File: src/rtl/idelay_pkg.sv
// rtl/idelay_pkg.sv - shared types and constants for the IDELAY tap sequencer
package idelay_pkg;

    typedef enum logic [2:0] {
        ST_WAIT_RDY,
        ST_IDLE,
        ST_LOAD,
        ST_SETTLE,
        ST_DWELL
    } idelay_state_t;

    localparam int   IDELAY_TAPS = 32;
    localparam logic MODE_DIRECT = 1'b0;
    localparam logic MODE_SWEEP  = 1'b1;

endpackage

File: src/rtl/idelay_rdy_sync.sv
// rtl/idelay_rdy_sync.sv - two-flop synchroniser for IDELAYCTRL RDY
module idelay_rdy_sync
    import idelay_pkg::*;
(
    input  logic i_clk,
    input  logic i_rst,
    input  logic i_async,
    output logic o_sync
);

    logic r_meta;
    logic r_sync;

    // two-stage capture of the asynchronous RDY level
    always_ff @(posedge i_clk or posedge i_rst) begin
        if (i_rst) begin
            r_meta <= 1'b0;
            r_sync <= 1'b0;
        end else begin
            r_meta <= i_async;
            r_sync <= r_meta;
        end
    end

    assign o_sync = r_sync;

endmodule

File: src/rtl/idelay_tap_sequencer.sv
// rtl/idelay_tap_sequencer.sv - per-channel IDELAYE2 tap loader with calibration sweep
module idelay_tap_sequencer
    import idelay_pkg::*;
#(
    parameter int NUM_CH        = 4,
    parameter int TAP_W         = 5,
    parameter int DWELL_W       = 16,
    parameter int SETTLE_CYCLES = 4,
    parameter int RST_TAP       = 0,
    localparam int CH_W         = (NUM_CH > 1) ? $clog2(NUM_CH) : 1
) (
    input  logic                      clk,
    input  logic                      rst,
    input  logic                      idelayctrl_rdy,
    input  logic                      cfg_valid,
    output logic                      cfg_ready,
    input  logic                      cfg_mode,
    input  logic                      cfg_bcast,
    input  logic [CH_W-1:0]           cfg_ch,
    input  logic [TAP_W-1:0]          cfg_tap,
    input  logic [TAP_W-1:0]          cfg_tap_end,
    input  logic [DWELL_W-1:0]        cfg_dwell,
    input  logic                      abort,
    output logic [NUM_CH*TAP_W-1:0]   tap_value,
    output logic [NUM_CH-1:0]         tap_ld,
    output logic                      sample_en,
    output logic [TAP_W-1:0]          step_tap,
    output logic                      busy,
    output logic                      done,
    output logic                      err,
    output logic                      rdy_lost
);

    localparam int SET_W = (SETTLE_CYCLES > 1) ? $clog2(SETTLE_CYCLES) : 1;
    localparam int CNT_W = (DWELL_W > SET_W) ? DWELL_W : SET_W;

    idelay_state_t      r_state, w_next;
    logic [CNT_W-1:0]   r_cnt, w_cnt_next;
    logic [TAP_W-1:0]   r_taps [NUM_CH];
    logic [NUM_CH-1:0]  r_ld;
    logic [TAP_W-1:0]   r_cur;
    logic [TAP_W-1:0]   r_end;
    logic [DWELL_W-1:0] r_dwell;
    logic [CH_W-1:0]    r_ch;
    logic               r_mode, r_up;
    logic               r_done, r_err, r_lost, r_busy;

    logic               w_rdy_s;
    logic               w_bad, w_accept, w_reject, w_done, w_lost;
    logic               w_load_go;
    logic [TAP_W-1:0]   w_load_tap;
    logic [NUM_CH-1:0]  w_load_mask;

    idelay_rdy_sync u_rdy_sync (
        .i_clk   (clk),
        .i_rst   (rst),
        .i_async (idelayctrl_rdy),
        .o_sync  (w_rdy_s)
    );

    // sweeps never broadcast, and a non-broadcast channel must exist
    assign w_bad = (!cfg_bcast && (32'(cfg_ch) >= NUM_CH)) ||
                   (cfg_mode == MODE_SWEEP && cfg_bcast);

    // next state, counter and load request; RDY loss outranks abort
    always_comb begin
        w_next      = r_state;
        w_cnt_next  = r_cnt;
        w_accept    = 1'b0;
        w_reject    = 1'b0;
        w_done      = 1'b0;
        w_lost      = 1'b0;
        w_load_go   = 1'b0;
        w_load_tap  = r_cur;
        w_load_mask = '0;
        if (r_state != ST_WAIT_RDY && !w_rdy_s) begin
            w_next = ST_WAIT_RDY;
            w_lost = 1'b1;
        end else if (r_state != ST_WAIT_RDY && r_state != ST_IDLE && abort) begin
            w_next = ST_IDLE;
        end else begin
            case (r_state)
                ST_WAIT_RDY: begin
                    if (w_rdy_s) w_next = ST_IDLE;
                end
                ST_IDLE: begin
                    if (cfg_valid) begin
                        if (w_bad) begin
                            w_reject = 1'b1;
                        end else begin
                            w_accept    = 1'b1;
                            w_next      = ST_LOAD;
                            w_load_go   = 1'b1;
                            w_load_tap  = cfg_tap;
                            w_load_mask = cfg_bcast ? '1 : (NUM_CH'(1) << cfg_ch);
                        end
                    end
                end
                ST_LOAD: begin
                    w_next     = ST_SETTLE;
                    w_cnt_next = CNT_W'(SETTLE_CYCLES - 1);
                end
                ST_SETTLE: begin
                    if (r_cnt != '0) begin
                        w_cnt_next = r_cnt - CNT_W'(1);
                    end else if (r_mode == MODE_DIRECT) begin
                        w_done = 1'b1;
                        w_next = ST_IDLE;
                    end else begin
                        w_next     = ST_DWELL;
                        w_cnt_next = (r_dwell == '0) ? '0 : CNT_W'(r_dwell) - CNT_W'(1);
                    end
                end
                ST_DWELL: begin
                    if (r_cnt != '0) begin
                        w_cnt_next = r_cnt - CNT_W'(1);
                    end else if (r_cur == r_end) begin
                        w_done = 1'b1;
                        w_next = ST_IDLE;
                    end else begin
                        w_next      = ST_LOAD;
                        w_load_go   = 1'b1;
                        w_load_tap  = r_up ? r_cur + TAP_W'(1) : r_cur - TAP_W'(1);
                        w_load_mask = NUM_CH'(1) << r_ch;
                    end
                end
                default: w_next = ST_WAIT_RDY;
            endcase
        end
    end

    // state, command latch, registered tap/LD so both reach the primitive together
    always_ff @(posedge clk or posedge rst) begin
        if (rst) begin
            r_state <= ST_WAIT_RDY;
            r_cnt   <= '0;
            r_ld    <= '0;
            r_cur   <= '0;
            r_end   <= '0;
            r_dwell <= '0;
            r_ch    <= '0;
            r_mode  <= 1'b0;
            r_up    <= 1'b0;
            r_done  <= 1'b0;
            r_err   <= 1'b0;
            r_lost  <= 1'b0;
            r_busy  <= 1'b0;
            for (int k = 0; k < NUM_CH; k++) r_taps[k] <= TAP_W'(RST_TAP);
        end else begin
            r_state <= w_next;
            r_cnt   <= w_cnt_next;
            r_ld    <= w_load_go ? w_load_mask : '0;
            r_done  <= w_done;
            r_err   <= w_reject;
            r_busy  <= (w_next != ST_IDLE);
            if (w_lost)        r_lost <= 1'b1;
            else if (w_accept) r_lost <= 1'b0;
            if (w_load_go) begin
                r_cur <= w_load_tap;
                for (int k = 0; k < NUM_CH; k++)
                    if (w_load_mask[k]) r_taps[k] <= w_load_tap;
            end
            if (w_accept) begin
                r_mode  <= cfg_mode;
                r_ch    <= cfg_ch;
                r_end   <= cfg_tap_end;
                r_dwell <= cfg_dwell;
                r_up    <= (cfg_tap < cfg_tap_end);
            end
        end
    end

    for (genvar k = 0; k < NUM_CH; k++) begin : g_flat
        assign tap_value[k*TAP_W +: TAP_W] = r_taps[k];
    end

    assign tap_ld    = r_ld;
    assign cfg_ready = (r_state == ST_IDLE) && w_rdy_s;
    assign sample_en = (r_state == ST_DWELL);
    assign step_tap  = r_cur;
    assign busy      = r_busy;
    assign done      = r_done;
    assign err       = r_err;
    assign rdy_lost  = r_lost;

endmodule

File: config.mk
export PLATFORM = sky130hd
export DESIGN_NAME = idelay_tap_sequencer
export DESIGN_NICKNAME = d
export VERILOG_FILES = /design/src/rtl/idelay_pkg.sv /design/src/rtl/idelay_rdy_sync.sv /design/src/rtl/idelay_tap_sequencer.sv
export SDC_FILE = /design/constraint.sdc
export NUM_CORES = 1
export LEC_CHECK = 0
export CAP_MARGIN = 20
export CORE_ASPECT_RATIO = 0.75
export CORE_UTILIZATION = 45
export CTS_BUF_LIST = sky130_fd_sc_hd__clkbuf_8
export DETAILED_ROUTE_END_ITERATION = 7
export DONT_BUFFER_PORTS = 1
export PLACE_DENSITY = 0.58
export RECOVER_POWER = 50
export SYNTH_ARGS = -nofsm -noshare
export SYNTH_HDL_FRONTEND = slang
export SYNTH_SLANG_ARGS = --single-unit
File: constraint.sdc
create_clock -name clk -period 3.2 [get_ports clk]
set_input_delay 0.64 -clock clk [delete_from_list [all_inputs] [get_ports clk]]
set_output_delay 0.64 -clock clk [all_outputs]
set_load 0.01 [all_outputs]
; Word-level counts from Yosys, hierarchy flattened
; Index checks and enable logic that the tools add are counted.
; Widths: inputs -> output; s select.
[totals]
regBits = 79
in_bits = 35
out_inout_bits = 35
word_cells = 111
[op_classes]
add_sub_neg = 4
order_cmp = 1
eq_ne = 9
n_shift = 2
n_mux = 57
n_bitwise = 2
reduce_logical = 17
[ops]
columns = op, n
row1 = $mux 16, 4
row2 = $pmux 16 s3, 1
row3 = $mux 5, 7
row4 = $mux 4, 8
row5 = $sub 16x1->16 const B, 2
row6 = $mux 3, 8
row7 = $mux 1, 23
row8 = $logic_not 16->1, 1
row9 = $reduce_bool 16->1, 1
row10 = $pmux 3 s5, 1
row11 = $pmux 5 s2, 1
row12 = $pmux 4 s2, 1
row13 = $reduce_and 2->1, 4
row14 = $shl 1x2->4 const A, 2
row15 = $eq 3x2->1 const B, 2
row16 = $ne 3x1->1 const B, 2
row17 = $reduce_bool 3->1, 2
row18 = $add 5x1->5 const B, 1
row19 = $eq 5x5->1, 1
row20 = $logic_and 1x1->1, 5
row21 = $lt 5x5->1, 1
row22 = $reduce_and 5->1, 1
row23 = $sub 5x1->5 const B, 1
row24 = $pmux 1 s2, 2
row25 = other kinds (9), 10

; Logic depth before layout (Yosys ltp)
[logic_depth]
word_depth = 8
depth_mapped = 10

; Cells and area by module
; Synthesis repeated with hierarchy kept, for this count alone.
[unflattened]
cells_unflattened = 440
area_unflattened_um2 = 4403.0
[by_module_without_submodules]
columns = mod, n_inst, cells_per_inst, area_per_inst_um2, seq_area_each_um2
row1 = idelay_tap_sequencer, 1, 437, 4349.2, 1926.8
row2 = idelay_rdy_sync, 1, 3, 53.8, 50.0

; Worst setup path before layout
; Ideal clock, no wire load.
[synth_timing]
path_type = flip-flop to flip-flop
from = register r_cnt[0]
to = register r_taps, in the netlist tap_value[15]
setup_ns = 0.125
arrival_time_ns = 2.317
setup_slack_ns = 0.758
stages_incl_launch_ff = 11
n_path_buf = 2
period_less_slack_ns = 2.442
cell_sequence = dfrtp_1 inv_1 ha_1 nor3b_1 nand4_4 a211oi_4 buf_6 a32oi_1 or2_1 buf_6 mux2_4
[synth_via]
elab_chain_cells = 6
elab_cells_between_ends = 14
classes_between = mux: 12 / reduce/logical: 2
[synth_rtl]
columns = element, line
row1 = from (decl), idelay_tap_sequencer.sv:38  ; logic [CNT_W-1:0] r_cnt, w_cnt_next;
row2 = from (signal assigned), idelay_tap_sequencer.sv:151  ; r_cnt <= w_cnt_next;
row3 = $reduce_bool 16->1 (*), idelay_tap_sequencer.sv:115  ; if (r_cnt != '0) begin
row4 = $mux 1 or $mux 4 (tied branches), idelay_tap_sequencer.sv:115
row5 = $pmux 1 s2 or $pmux 4 s2 (tied branches), idelay_tap_sequencer.sv:82  ; case (r_state)
row6 = $mux 1 or $mux 4 (tied branches), idelay_tap_sequencer.sv:79  ; end else if (r_state != ST_WAIT_RDY && r_state != ST_IDLE && abort) begin
row7 = $mux 1 or $mux 4 (tied branches), idelay_tap_sequencer.sv:76  ; if (r_state != ST_WAIT_RDY && !w_rdy_s) begin
row8 = $reduce_and 2->1 (no source line), n/a
row9 = "to (signal, indexed assignment)", idelay_tap_sequencer.sv:161  ; if (w_load_mask[k]) r_taps[k] <= w_load_tap;
row10 = to (decl), idelay_tap_sequencer.sv:39  ; logic [TAP_W-1:0] r_taps [NUM_CH];
; Mark *: on every way between the ends. The rest lies on a longest branch, timed or not.
; A chain may end at the register's enable or synchronous reset.

; Final worst setup path
[layout_timing]
from = register r_cnt[0]
to = register r_taps, in the netlist tap_value[16]
; Same word-level chain as after synthesis.

==> metrics <==
Fillers=859; Max Fclk=358 MHz; relative slew slack=-0.281; CTS tree=yes; CP max stage cell=dfrtp_1; Layout Cells excl Fill=529; clk_skew=0.0121 ns; synth warn=0; final core utilization=0.508; Layout area overhead=7.98%; All-Layer GR Usage=0.211; synthesis-stage register bit count=79; share of the synthesized area in the top cell type=0.459; clk slew on worst S/H paths=0.08 ns; Post-CTS Setup Inserts=0; CP Capture Type=flip-flop; hold_buf cts=0; crit share post-route=0.874; Clock Path Buffers=2; simple-gate share of the synthesized area=0.147; mux contribution to synthesized area=0.111; Synth area leaders=dfrtp_1 46%, mux2_2 9.1%, o21ai_0 3.5%, ha_1 3.2%, a22o_1 2.8%; initial antenna violation count=0; post-synthesis xor/xnor area fraction=0.0467; largest net degree at the start of global routing=80; Setup CP Type=flip-flop to flip-flop; MaxCap Viol Count=1; Post-synth EDFFs=0; Die ar.=9980 um^2; Final Hold Fails=0; post-synthesis cell type count=62; crit-path cells=inv_1, ha_1, nor3b_1, nand4_4, a211oi_4, buf_4, a32oi_1, or2_1, mux2_4; Core Footprint=9160 um^2; HP Class=input port to flip-flop; Static Leak=2.06 nW; post-route ant nets=0; min Tclk post-route=2.80 ns; Via-to-Cell Ratio=5.77; PwrDens=926 nW/um^2; Mean Syn Cell Area=10.9 um^2; row count=30; fin nets=444; TritonCTS Buffers=9; Final Slew Violations=80; Crit path largest cell delay=0.41 ns; first-pass GRT wire length=15500 um; multi-input logic area=2190 um^2; share of the yosys chip area belonging to registers=0.459; DR vias=3052; Buffers on Ports=0; RSZ-0062 raised after global routing=false; status=finished, violations left; CTS root buf=clkbuf_8; Initial DRC Count=256; cells after synthesis=394; Synth async-reset ratio=1.00; I/O pins=70; global route total overflow=0; Syn Nets=441; # clock sinks=79; vias in the first global route=2850; R2R Path Start=r_cnt[0]$_DFFE_PP0P_; Mapped Area=4310 um^2; Worst Tran Pin Value=1.92 ns; Max VDD drop=0.387 mV; H-tree Lvls=3; Post-DP HPWL=7340 um; First-pass DRT Iterations=5; Avg WL per Cell=18.9 um; Synth Area in Compound Gates=0.165; post-cts resize count=0; drt total wl=10000 um; Arrival @ worst endpoint=3.04 ns; CP Launch Type=flip-flop; violated checks=capacitance limit, slew limit; chip height=86.8 um; drt drc=0; Finish-stage setup viols=0; final setup TNS=0 ns; Worst Hold Slack=0.318 ns; Die W=115 um; Synth Area in Adders=0.0366; GP Congestion=0.819; most frequent cells after synthesis=79 x dfrtp_1, 35 x mux2_2, 30 x o21ai_0; top-count cell post-synth=dfrtp_1; CP Launch Point=r_cnt[0]$_DFFE_PP0P_; dominant synthesized flop cell=dfrtp_1; Initial Utilization=0.471; number of cells after detailed placement=514; clk_lat worst skew=0.36 ns; Sequential Area=1980 um^2; number of diodes=0; largest family of logic cells by synthesized area=compound AO/OA/AOI/OAI gates; cell accounting for the most synthesized area=dfrtp_1; maximum fanout along the worst path=9; HP Start=idelayctrl_rdy; Worst EP required=3.44 ns; layout cells sized above 1=0.207
[logic make-up (layout without fill, tap and decap cells)]
family	after synthesis	in the layout
buffers and inverters	32	39
AOI/OAI and AO/OA	99	99
muxes	41	41
and+or+nand+nor	108	108
DFF	79	79
adders and majority gates	12	12
xor gates and xnor gates	23	23
[flip-flops by register name (all words and copies together) (netlist names)]
signal,flops
tap_value,20
r_cnt,16
r_dwell,16
r_end,5
step_tap,5
tap_ld,4
r_state,3
r_ch,2
busy,1
done,1
err,1
r_mode,1
r_up,1
rdy_lost,1
u_rdy_sync.o_sync,1
u_rdy_sync.r_meta,1
[critical path, delay by kind of cell (launching register included)]
kind,cells,cell delay (ns)
AOI/OAI and AO/OA,2,0.43
adders and majority gates,1,0.15
buffers and inverters,2,0.35
and+or+nand+nor,3,0.99
DFF,1,0.41
muxes,1,0.34
[metrics by stage]
stage	cell area (um^2)	worst slack (ns)	power, mW
2_1_floorplan	4310	0.537	3.03
3_3_place_gp	4450	0.562	3.45
3_5_place_dp	4450	0.462	3.48
4_1_cts	4670	0.420	4.32
5_1_grt	4660	0.205	4.59
6_report	4660	0.404	4.31
[worst paths after layout]
check / endpoint / slack (ns) / cells past startpoint
max: tap_value[16]$_DFFE_PP0P_ / 0.40 / 9
min: u_rdy_sync.r_meta$_DFF_PP0_ / 0.32 / 0
max reg2reg: tap_value[16]$_DFFE_PP0P_ / 0.40 / 9
min reg2reg: u_rdy_sync.o_sync$_DFF_PP0_ / 0.36 / 0
max in group asynchronous: r_dwell[0]$_DFFE_PP0P_ / 1.21 / 2
min in group asynchronous: tap_value[19]$_DFFE_PP0P_ / 0.85 / 2
[area by class of cell]
cell class	count	share of cell area
clock inverter	5	0.0175
multi-input combinational	283	0.470
timing repair buffer	6	0.00914
clock buffer	10	0.0296
sequential	79	0.425
tap	128	0.0344
inverter	18	0.0148
[metal layers]
layer  track usage  part of all wire  vias to the layer above  routed length (um)
met5             0                 0                        -                   0
met3        0.0608             0.062                       12                 623
li1              -                 -                     1443                   -
met4        0.0590             0.013                        0                 129
met2         0.268              0.39                       98                3860
met1         0.336              0.54                     1499                5400
[power by group]
part / total (mW) / switching (mW) / internal, mW / leakage [nW]
logic: 1.75 / 0.971 / 0.776 / 0.926
clock network: 0.822 / 0.365 / 0.458 / 0.109
registers: 1.74 / 0.445 / 1.30 / 1.03
total: 4.31 / 1.78 / 2.53 / 2.06
[placed cells by master, fill, tap and decap left out, types with 5 or more instances in the layout]
master / instances
inv_1: 17
clkbuf_8: 10
mux2_4: 5
o21ai_0: 30
o22ai_1: 9
nor3b_1: 5
mux2_2: 35
a21o_1: 6
a22oi_1: 5
ha_1: 11
a21oi_1: 9
buf_4: 5
or4_1: 5
nand2_1: 19
xnor2_1: 12
nand3_1: 5
nor2_1: 28
a22o_1: 14
nand2b_1: 9
nor2b_1: 5
nor3_1: 9
xor2_1: 11
dfrtp_1: 79
Note: power is estimated with default switching activity, not from simulation.
